$ cat config.mk
export PLATFORM = sky130hd
export DESIGN_NAME = bf16_to_int_cvt_flat
export DESIGN_NICKNAME = d
export VERILOG_FILES = /design/src/rtl/bf16_to_int_cvt_if.sv /design/src/rtl/bf16_to_int_cvt.sv /design/src/flat_wrapper.sv
export SDC_FILE = /design/constraint.sdc
export NUM_CORES = 1
export LEC_CHECK = 0
export CAP_MARGIN = 20
export CORE_AREA = 3 3 160 178
export DETAILED_ROUTE_END_ITERATION = 16
export DIE_AREA = 0 0 163 181
export GPL_TIMING_DRIVEN = 0
export SETUP_SLACK_MARGIN = 0.15
export SLEW_MARGIN = 40
export SYNTH_ARGS = -nofsm -noshare
export SYNTH_HDL_FRONTEND = slang
export SYNTH_SLANG_ARGS = --single-unit
$ cat constraint.sdc
create_clock -name clk_i -period 4.7 [get_ports clk_i]
set_clock_uncertainty 0.05 [all_clocks]
set_input_delay 1.175 -clock clk_i [delete_from_list [all_inputs] [get_ports clk_i]]
set_output_delay 1.175 -clock clk_i [all_outputs]
set_load 0.02 [all_outputs]
$ cat src/rtl/bf16_to_int_cvt_if.sv
// Valid/ready handshake bundle between a requester and the bfloat16-to-integer converter.
// Signal suffixes are seen from the converter side.
interface bf16_to_int_cvt_if;
    logic        valid_i;
    logic        ready_o;
    logic [15:0] operand_i;
    logic        signed_i;
    logic [2:0]  rm_i;
    logic        valid_o;
    logic        ready_i;
    logic [31:0] result_o;
    logic        nv_o;
    logic        nx_o;

    modport master (
        output valid_i, operand_i, signed_i, rm_i, ready_i,
        input  ready_o, valid_o, result_o, nv_o, nx_o
    );

    modport slave (
        input  valid_i, operand_i, signed_i, rm_i, ready_i,
        output ready_o, valid_o, result_o, nv_o, nx_o
    );
endinterface

$ cat src/rtl/bf16_to_int_cvt.sv
// Iterative bfloat16 -> int32/uint32 converter (FCVT.W.BF16 / FCVT.WU.BF16).
// Alignment uses a one-bit-per-cycle shifter; rounding and range check happen in one cycle.
module bf16_to_int_cvt #(
    parameter int unsigned INT_W = 32
) (
    input logic             clk_i,
    input logic             rst_ni,
    bf16_to_int_cvt_if.slave bus
);

    typedef enum logic [1:0] {StIdle, StShift, StRound, StDone} state_e;

    state_e             state_q, state_d;
    logic [INT_W-1:0]   mag_q, mag_d;
    logic               g_q, g_d;
    logic               st_q, st_d;
    logic [4:0]         cnt_q, cnt_d;
    logic               left_q, left_d;
    logic               neg_q, neg_d;
    logic               sgn_q, sgn_d;
    logic [2:0]         rm_q, rm_d;
    logic               spec_q, spec_d;
    logic [INT_W-1:0]   result_q, result_d;
    logic               nv_q, nv_d;
    logic               nx_q, nx_d;

    logic               op_s;
    logic [7:0]         op_e;
    logic [6:0]         op_m;
    logic               inc;
    logic [INT_W:0]     sum;

    assign op_s = bus.operand_i[15];
    assign op_e = bus.operand_i[14:7];
    assign op_m = bus.operand_i[6:0];

    always_comb begin
        inc = 1'b0;
        unique case (rm_q)
            3'b000:  inc = g_q & (st_q | mag_q[0]);
            3'b010:  inc = neg_q & (g_q | st_q);
            3'b011:  inc = ~neg_q & (g_q | st_q);
            3'b100:  inc = g_q;
            default: inc = 1'b0;
        endcase
    end

    // g=st=0 whenever the magnitude was shifted left, so the top bit of sum never sets.
    assign sum = {1'b0, mag_q} + {{INT_W{1'b0}}, inc};

    always_comb begin
        state_d  = state_q;
        mag_d    = mag_q;
        g_d      = g_q;
        st_d     = st_q;
        cnt_d    = cnt_q;
        left_d   = left_q;
        neg_d    = neg_q;
        sgn_d    = sgn_q;
        rm_d     = rm_q;
        spec_d   = spec_q;
        result_d = result_q;
        nv_d     = nv_q;
        nx_d     = nx_q;

        unique case (state_q)
            StIdle: begin
                if (bus.valid_i) begin
                    state_d = StShift;
                    neg_d   = op_s;
                    sgn_d   = bus.signed_i;
                    rm_d    = bus.rm_i;
                    mag_d   = {{(INT_W-8){1'b0}}, 1'b1, op_m};
                    g_d     = 1'b0;
                    st_d    = 1'b0;
                    cnt_d   = 5'd0;
                    left_d  = 1'b0;
                    spec_d  = 1'b0;
                    nv_d    = 1'b0;
                    nx_d    = 1'b0;
                    if (op_e == 8'hFF) begin
                        spec_d = 1'b1;
                        nv_d   = 1'b1;
                        if (op_m != 7'd0 || !op_s) begin
                            result_d = bus.signed_i ? 32'h7FFF_FFFF : 32'hFFFF_FFFF;
                        end else begin
                            result_d = bus.signed_i ? 32'h8000_0000 : 32'h0000_0000;
                        end
                    end else if (op_e == 8'h00) begin
                        mag_d = '0;
                        st_d  = (op_m != 7'd0);
                    end else if (op_e < 8'd126) begin
                        mag_d = '0;
                        st_d  = 1'b1;
                    end else if (bus.signed_i && op_e >= 8'd158) begin
                        spec_d = 1'b1;
                        if (op_s && op_e == 8'd158 && op_m == 7'd0) begin
                            result_d = 32'h8000_0000;
                        end else begin
                            nv_d     = 1'b1;
                            result_d = op_s ? 32'h8000_0000 : 32'h7FFF_FFFF;
                        end
                    end else if (!bus.signed_i && op_e >= 8'd159) begin
                        spec_d   = 1'b1;
                        nv_d     = 1'b1;
                        result_d = op_s ? 32'h0000_0000 : 32'hFFFF_FFFF;
                    end else if (op_e >= 8'd134) begin
                        left_d = 1'b1;
                        cnt_d  = 5'(op_e - 8'd134);
                    end else begin
                        cnt_d  = 5'(8'd134 - op_e);
                    end
                end
            end
            StShift: begin
                if (cnt_q == 5'd0) begin
                    state_d = StRound;
                end else begin
                    cnt_d = cnt_q - 5'd1;
                    if (left_q) begin
                        mag_d = mag_q << 1;
                    end else begin
                        st_d  = st_q | g_q;
                        g_d   = mag_q[0];
                        mag_d = mag_q >> 1;
                    end
                end
            end
            StRound: begin
                state_d = StDone;
                if (!spec_q) begin
                    nv_d = 1'b0;
                    if (sgn_q) begin
                        if (!neg_q && sum > 33'h0_7FFF_FFFF) begin
                            result_d = 32'h7FFF_FFFF;
                            nv_d     = 1'b1;
                        end else if (neg_q && sum > 33'h0_8000_0000) begin
                            result_d = 32'h8000_0000;
                            nv_d     = 1'b1;
                        end else begin
                            result_d = neg_q ? -sum[INT_W-1:0] : sum[INT_W-1:0];
                        end
                    end else if (neg_q && sum != '0) begin
                        result_d = '0;
                        nv_d     = 1'b1;
                    end else begin
                        result_d = sum[INT_W-1:0];
                    end
                    nx_d = (g_q | st_q) & ~nv_d;
                end
            end
            StDone: begin
                if (bus.ready_i) state_d = StIdle;
            end
            default: state_d = StIdle;
        endcase
    end

    always_ff @(posedge clk_i or negedge rst_ni) begin
        if (!rst_ni) begin
            state_q  <= StIdle;
            mag_q    <= '0;
            g_q      <= 1'b0;
            st_q     <= 1'b0;
            cnt_q    <= 5'd0;
            left_q   <= 1'b0;
            neg_q    <= 1'b0;
            sgn_q    <= 1'b0;
            rm_q     <= 3'd0;
            spec_q   <= 1'b0;
            result_q <= '0;
            nv_q     <= 1'b0;
            nx_q     <= 1'b0;
        end else begin
            state_q  <= state_d;
            mag_q    <= mag_d;
            g_q      <= g_d;
            st_q     <= st_d;
            cnt_q    <= cnt_d;
            left_q   <= left_d;
            neg_q    <= neg_d;
            sgn_q    <= sgn_d;
            rm_q     <= rm_d;
            spec_q   <= spec_d;
            result_q <= result_d;
            nv_q     <= nv_d;
            nx_q     <= nx_d;
        end
    end

    assign bus.ready_o  = (state_q == StIdle);
    assign bus.valid_o  = (state_q == StDone);
    assign bus.result_o = result_q;
    assign bus.nv_o     = nv_q;
    assign bus.nx_o     = nx_q;

endmodule

$ cat src/flat_wrapper.sv
// flat-port wrapper written by rule: the top's interface ports become plain ports
module bf16_to_int_cvt_flat 
#(
    parameter int unsigned INT_W = 32
)
  (clk_i, rst_ni, bus_valid_i, bus_operand_i, bus_signed_i, bus_rm_i, bus_ready_i, bus_ready_o, bus_valid_o, bus_result_o, bus_nv_o, bus_nx_o);
  bf16_to_int_cvt_if bus_i ();
  input logic clk_i;
  input logic rst_ni;
  input wire logic [$bits(bus_i.valid_i)-1:0] bus_valid_i;
  input wire logic [$bits(bus_i.operand_i)-1:0] bus_operand_i;
  input wire logic [$bits(bus_i.signed_i)-1:0] bus_signed_i;
  input wire logic [$bits(bus_i.rm_i)-1:0] bus_rm_i;
  input wire logic [$bits(bus_i.ready_i)-1:0] bus_ready_i;
  output wire logic [$bits(bus_i.ready_o)-1:0] bus_ready_o;
  output wire logic [$bits(bus_i.valid_o)-1:0] bus_valid_o;
  output wire logic [$bits(bus_i.result_o)-1:0] bus_result_o;
  output wire logic [$bits(bus_i.nv_o)-1:0] bus_nv_o;
  output wire logic [$bits(bus_i.nx_o)-1:0] bus_nx_o;
  assign bus_i.valid_i = bus_valid_i;
  assign bus_i.operand_i = bus_operand_i;
  assign bus_i.signed_i = bus_signed_i;
  assign bus_i.rm_i = bus_rm_i;
  assign bus_i.ready_i = bus_ready_i;
  assign bus_ready_o = bus_i.ready_o;
  assign bus_valid_o = bus_i.valid_o;
  assign bus_result_o = bus_i.result_o;
  assign bus_nv_o = bus_i.nv_o;
  assign bus_nx_o = bus_i.nx_o;
  bf16_to_int_cvt #(.INT_W(INT_W)) u_core (.clk_i(clk_i), .rst_ni(rst_ni), .bus(bus_i));
endmodule
==> metrics.md <==
| Metric | Value |
|---|---|
| Outcome | finished clean |
| CTS tree | yes |
| IO Port Bufs | 59 |
| Syn nets | between 900 and 1000 |
| Clk pin slew, worst setup/hold paths | 0.06 ns |
| Leak Pwr | between 3 and 4 nW |
| DR vias | 6915 |
| Worst path max stage delay | 0.56 ns |
| Final setup margin | around 0.19 ns |
| Slew Viols, Final | 0 |
| Placed Area | 7742 um^2 |
| Final Core Density | 0.3268 |
| EDFF count, synth | 0 |
| Worst-skew pair later-pin latency | 0.34 ns |
| Max cap viols | 0 |
| Starting Density | 0.2485 |
| Fmax | 221.9 MHz |
| Top-Level Pins | 60 |
| Post-DP HPWL | 16750 um |
| Register area share after synthesis | 0.3081 |
| HP Class | register to register |
| Setup WS pre-CTS | -1.305 ns |
| Power Total | 0.005253 W |
| Hold Vio Cnt, Final | 0 |
| Antenna cells | 0 |
| Worst Hold Slack | 0.4357 ns |
| DR iter-0 viols | 515 |
| P&R area growth vs syn | 31.52% |
| Num CTS Buffers | 9 |
| Nets | 1013 |
| Setup violations, final | 0 |
| Post-synth top flop | dfrtp_1 |
| Vias in the first global route | 6472 |
| Crit start category | register |
| Arr. time, crit path | 4.72 ns |
| DRC viols | 0 |
| Via density | 5.191 |
| Yosys reg bits | around 80 |
| Mapped Cells | 868 |
| CP max-delay cell | or4_4 |
| RSZ-0062 raised after global routing | yes |
| Syn avg cell area | 7.673 um^2 |
| CORE AREA | 26800 um^2 |
| Die Height | 181 um |
| Die width | 163 um |
| Sink Count | a little over 80 |
| Fillers | 2825 |
| Routed len/inst | 16.84 um |
| Overflow after GRT | 0 |
| Post-synthesis cell type count | 70 |
| Period minus WS final | 4.507 ns |
| CP endpoint kind | register |
| Final WL | 22430 um |
| Initial antenna violation count | 2 |
| CP delay by family, top | simple AND/OR/NAND/NOR gates |
| Final period util | 0.9590 |
| Synth warn | 0 |
| Critical-path cell list | clkbuf_8, clkbuf_16, xor2_2, a31oi_1, nor2_1, ha_2, ha_4, inv_4, ha_4, or4b_4, o31ai_4, a21boi_4, o2111ai_4, or4_4, nor2_8, buf_6, nand3_4, a21oi_4, buf_6, buf_6, nand3_2, a31oi_1 |
| CTS H-tree lvls | 3 |
| Antenna Nets Post-Route | 0 |
| Worst slew pin tran | 0.7951 ns |
| Synth Cell Area | about 6700 um^2 |
| First-pass GRT wire length | 35140 um |
| CTS Root Cell | clkbuf_16 |
| Slew HR | 0.4650 |
| GP Congestion | 0.9517 |
| Kind of critical path | register to register |
| Share of layout cells above drive strength 1 | 0.1764 |
| Most frequent CP cell | buf_6 |
| Buffers and inverters on the worst path | 6 |
| Largest net degree at the start of global routing | 53 |
| Post-synth ARST share | 1.000 |
| Clock tree buffer depth | 2 |
| Peak VDD IR | 0.0002694 V |
| FP Rows | 63 |
| Drt pass-1 iters | 4 |
| Die ar. | 29500 um^2 |
| CP required | 4.91 ns |
| GRT Total Usage | 0.1460 |
| Post-Layout Inst Area | 8760 um^2 |
| Crit Path Max Fanout | 7 |
| Power Density | 599.7 nW/um^2 |
[logic make-up (layout without fill, tap and decap cells)]
kind of cell               count (synthesis)  after routing  synth area share
and+or+nand+nor                          348            348            0.2609
muxes                                     38             38           0.06312
adders and majority gates                 15             15           0.02818
AOI/OAI and AO/OA                        249            249            0.2256
DFF                                       82             82            0.3081
xor gates and xnor gates                  43             43           0.05655
buffers and inverters                     93            200           0.05749
[where the power goes]
part           switching (W)  internal (W)
logic                0.00209       0.00142
clock network       0.000264      0.000359
registers           0.000156      0.000968
[state kept, by name, summed over array words and instances, names as in the netlist]
register and flops:
u_core.bus.nv_o 1, u_core.bus.nx_o 1, u_core.bus.result_o 32, u_core.cnt_q 5, u_core.g_q 1, u_core.left_q 1
u_core.mag_q 32, u_core.neg_q 1, u_core.rm_q 3, u_core.sgn_q 1, u_core.spec_q 1, u_core.st_q 1
u_core.state_q 2
[per-layer routing]
layer	part of all wire	track usage	up-vias
met1	0.43	0.1815	3301
met3	0.045	0.02270	58
met2	0.48	0.2497	210
li1	-	-	3342
met5	0.0012	0	-
met4	0.040	0.06193	4
[per-stage QoR]
stage | cells | TNS (ns)
6_report | 1332 | 0
5_1_grt | 1332 | 0
4_1_cts | 1318 | 0
3_5_place_dp | 1285 | -37.94
3_3_place_gp | 1284 | -95.00
2_1_floorplan | 868 | 0
[final cells by class]
type / instances / area [um^2] / share of cell area
timing repair buffer: 96 / 908.4 / 0.1037
sequential: 82 / 2052 / 0.2343
tap: 357 / 446.7 / 0.05099
clock buffer: 11 / 242.7 / 0.02771
multi-input combinational: 693 / 4654 / 0.5314
inverter: 25 / 96.34 / 0.01100
clock inverter: 1 / 5.005 / 0.0005713
buffer: 67 / 354.1 / 0.04042
[Yosys cell counts (20+ instances only)]
master	instances	area share
nand2_1	118	0.067
o21ai_0	106	0.080
dfrtp_1	82	0.31
nor2_1	63	0.036
a21oi_1	54	0.041
clkbuf_1	48	0.027
nand3_1	36	0.027
mux2_2	32	0.054
xnor2_1	28	0.037
nor3_1	25	0.019
inv_1	24	0.014
nand4_1	22	0.021
a31oi_1	20	0.019
[tightest hold or removal path, cell delays in order (launching register included)]
cell     delay, ns
dfrtp_1       0.34
nand2_1       0.05
o21ai_0       0.06
[final timing paths]
check                               from                     end  slack [ns]  cells after the start
hold reg to reg            u_core.spec_q           u_core.spec_q        0.44                      2
max in group asynchronous         rst_ni        u_core.mag_q[15]        3.39                      2
min in group asynchronous         rst_ni  u_core.bus.result_o[3]        0.66                      1
setup / recovery            u_core.neg_q  u_core.bus.result_o[9]        0.19                     22
hold / removal             u_core.spec_q           u_core.spec_q        0.44                      2
setup reg to reg            u_core.neg_q  u_core.bus.result_o[9]        0.19                     22
[cell usage in the layout (no fill, tap or decap), types with 6 or more instances in the layout]
cell | netlist | routed
buf_4 | 1 | 36
a21oi_1 | 54 | 50
nor2_1 | 63 | 61
or3_1 | 10 | 8
and3_1 | 7 | 7
nor4_1 | 15 | 9
nor2b_1 | 6 | 6
inv_1 | 24 | 23
xnor2_1 | 28 | 24
mux2_2 | 32 | 31
nand3_1 | 36 | 33
ha_1 | 15 | 12
xor2_1 | 15 | 11
nand2b_1 | 10 | 10
clkbuf_1 | 48 | 41
clkbuf_16 | 0 | 10
o21ai_0 | 106 | 102
dfrtp_1 | 82 | 82
nand2_1 | 118 | 117
buf_6 | 2 | 9
nand4_1 | 22 | 22
a31oi_1 | 20 | 20
buf_2 | 12 | 8
clkdlybuf4s50_1 | 0 | 58
nor3_1 | 25 | 20
[repair_timing]
item	in CTS	in global routing
pin swaps	15	28
endpoints found under the hold margin	0	0
gates resized for setup	68	42
endpoints found under the setup margin	34	34
buffers inserted	21	15
hold buffers	0	0
Power figures use the tool's default switching activity.
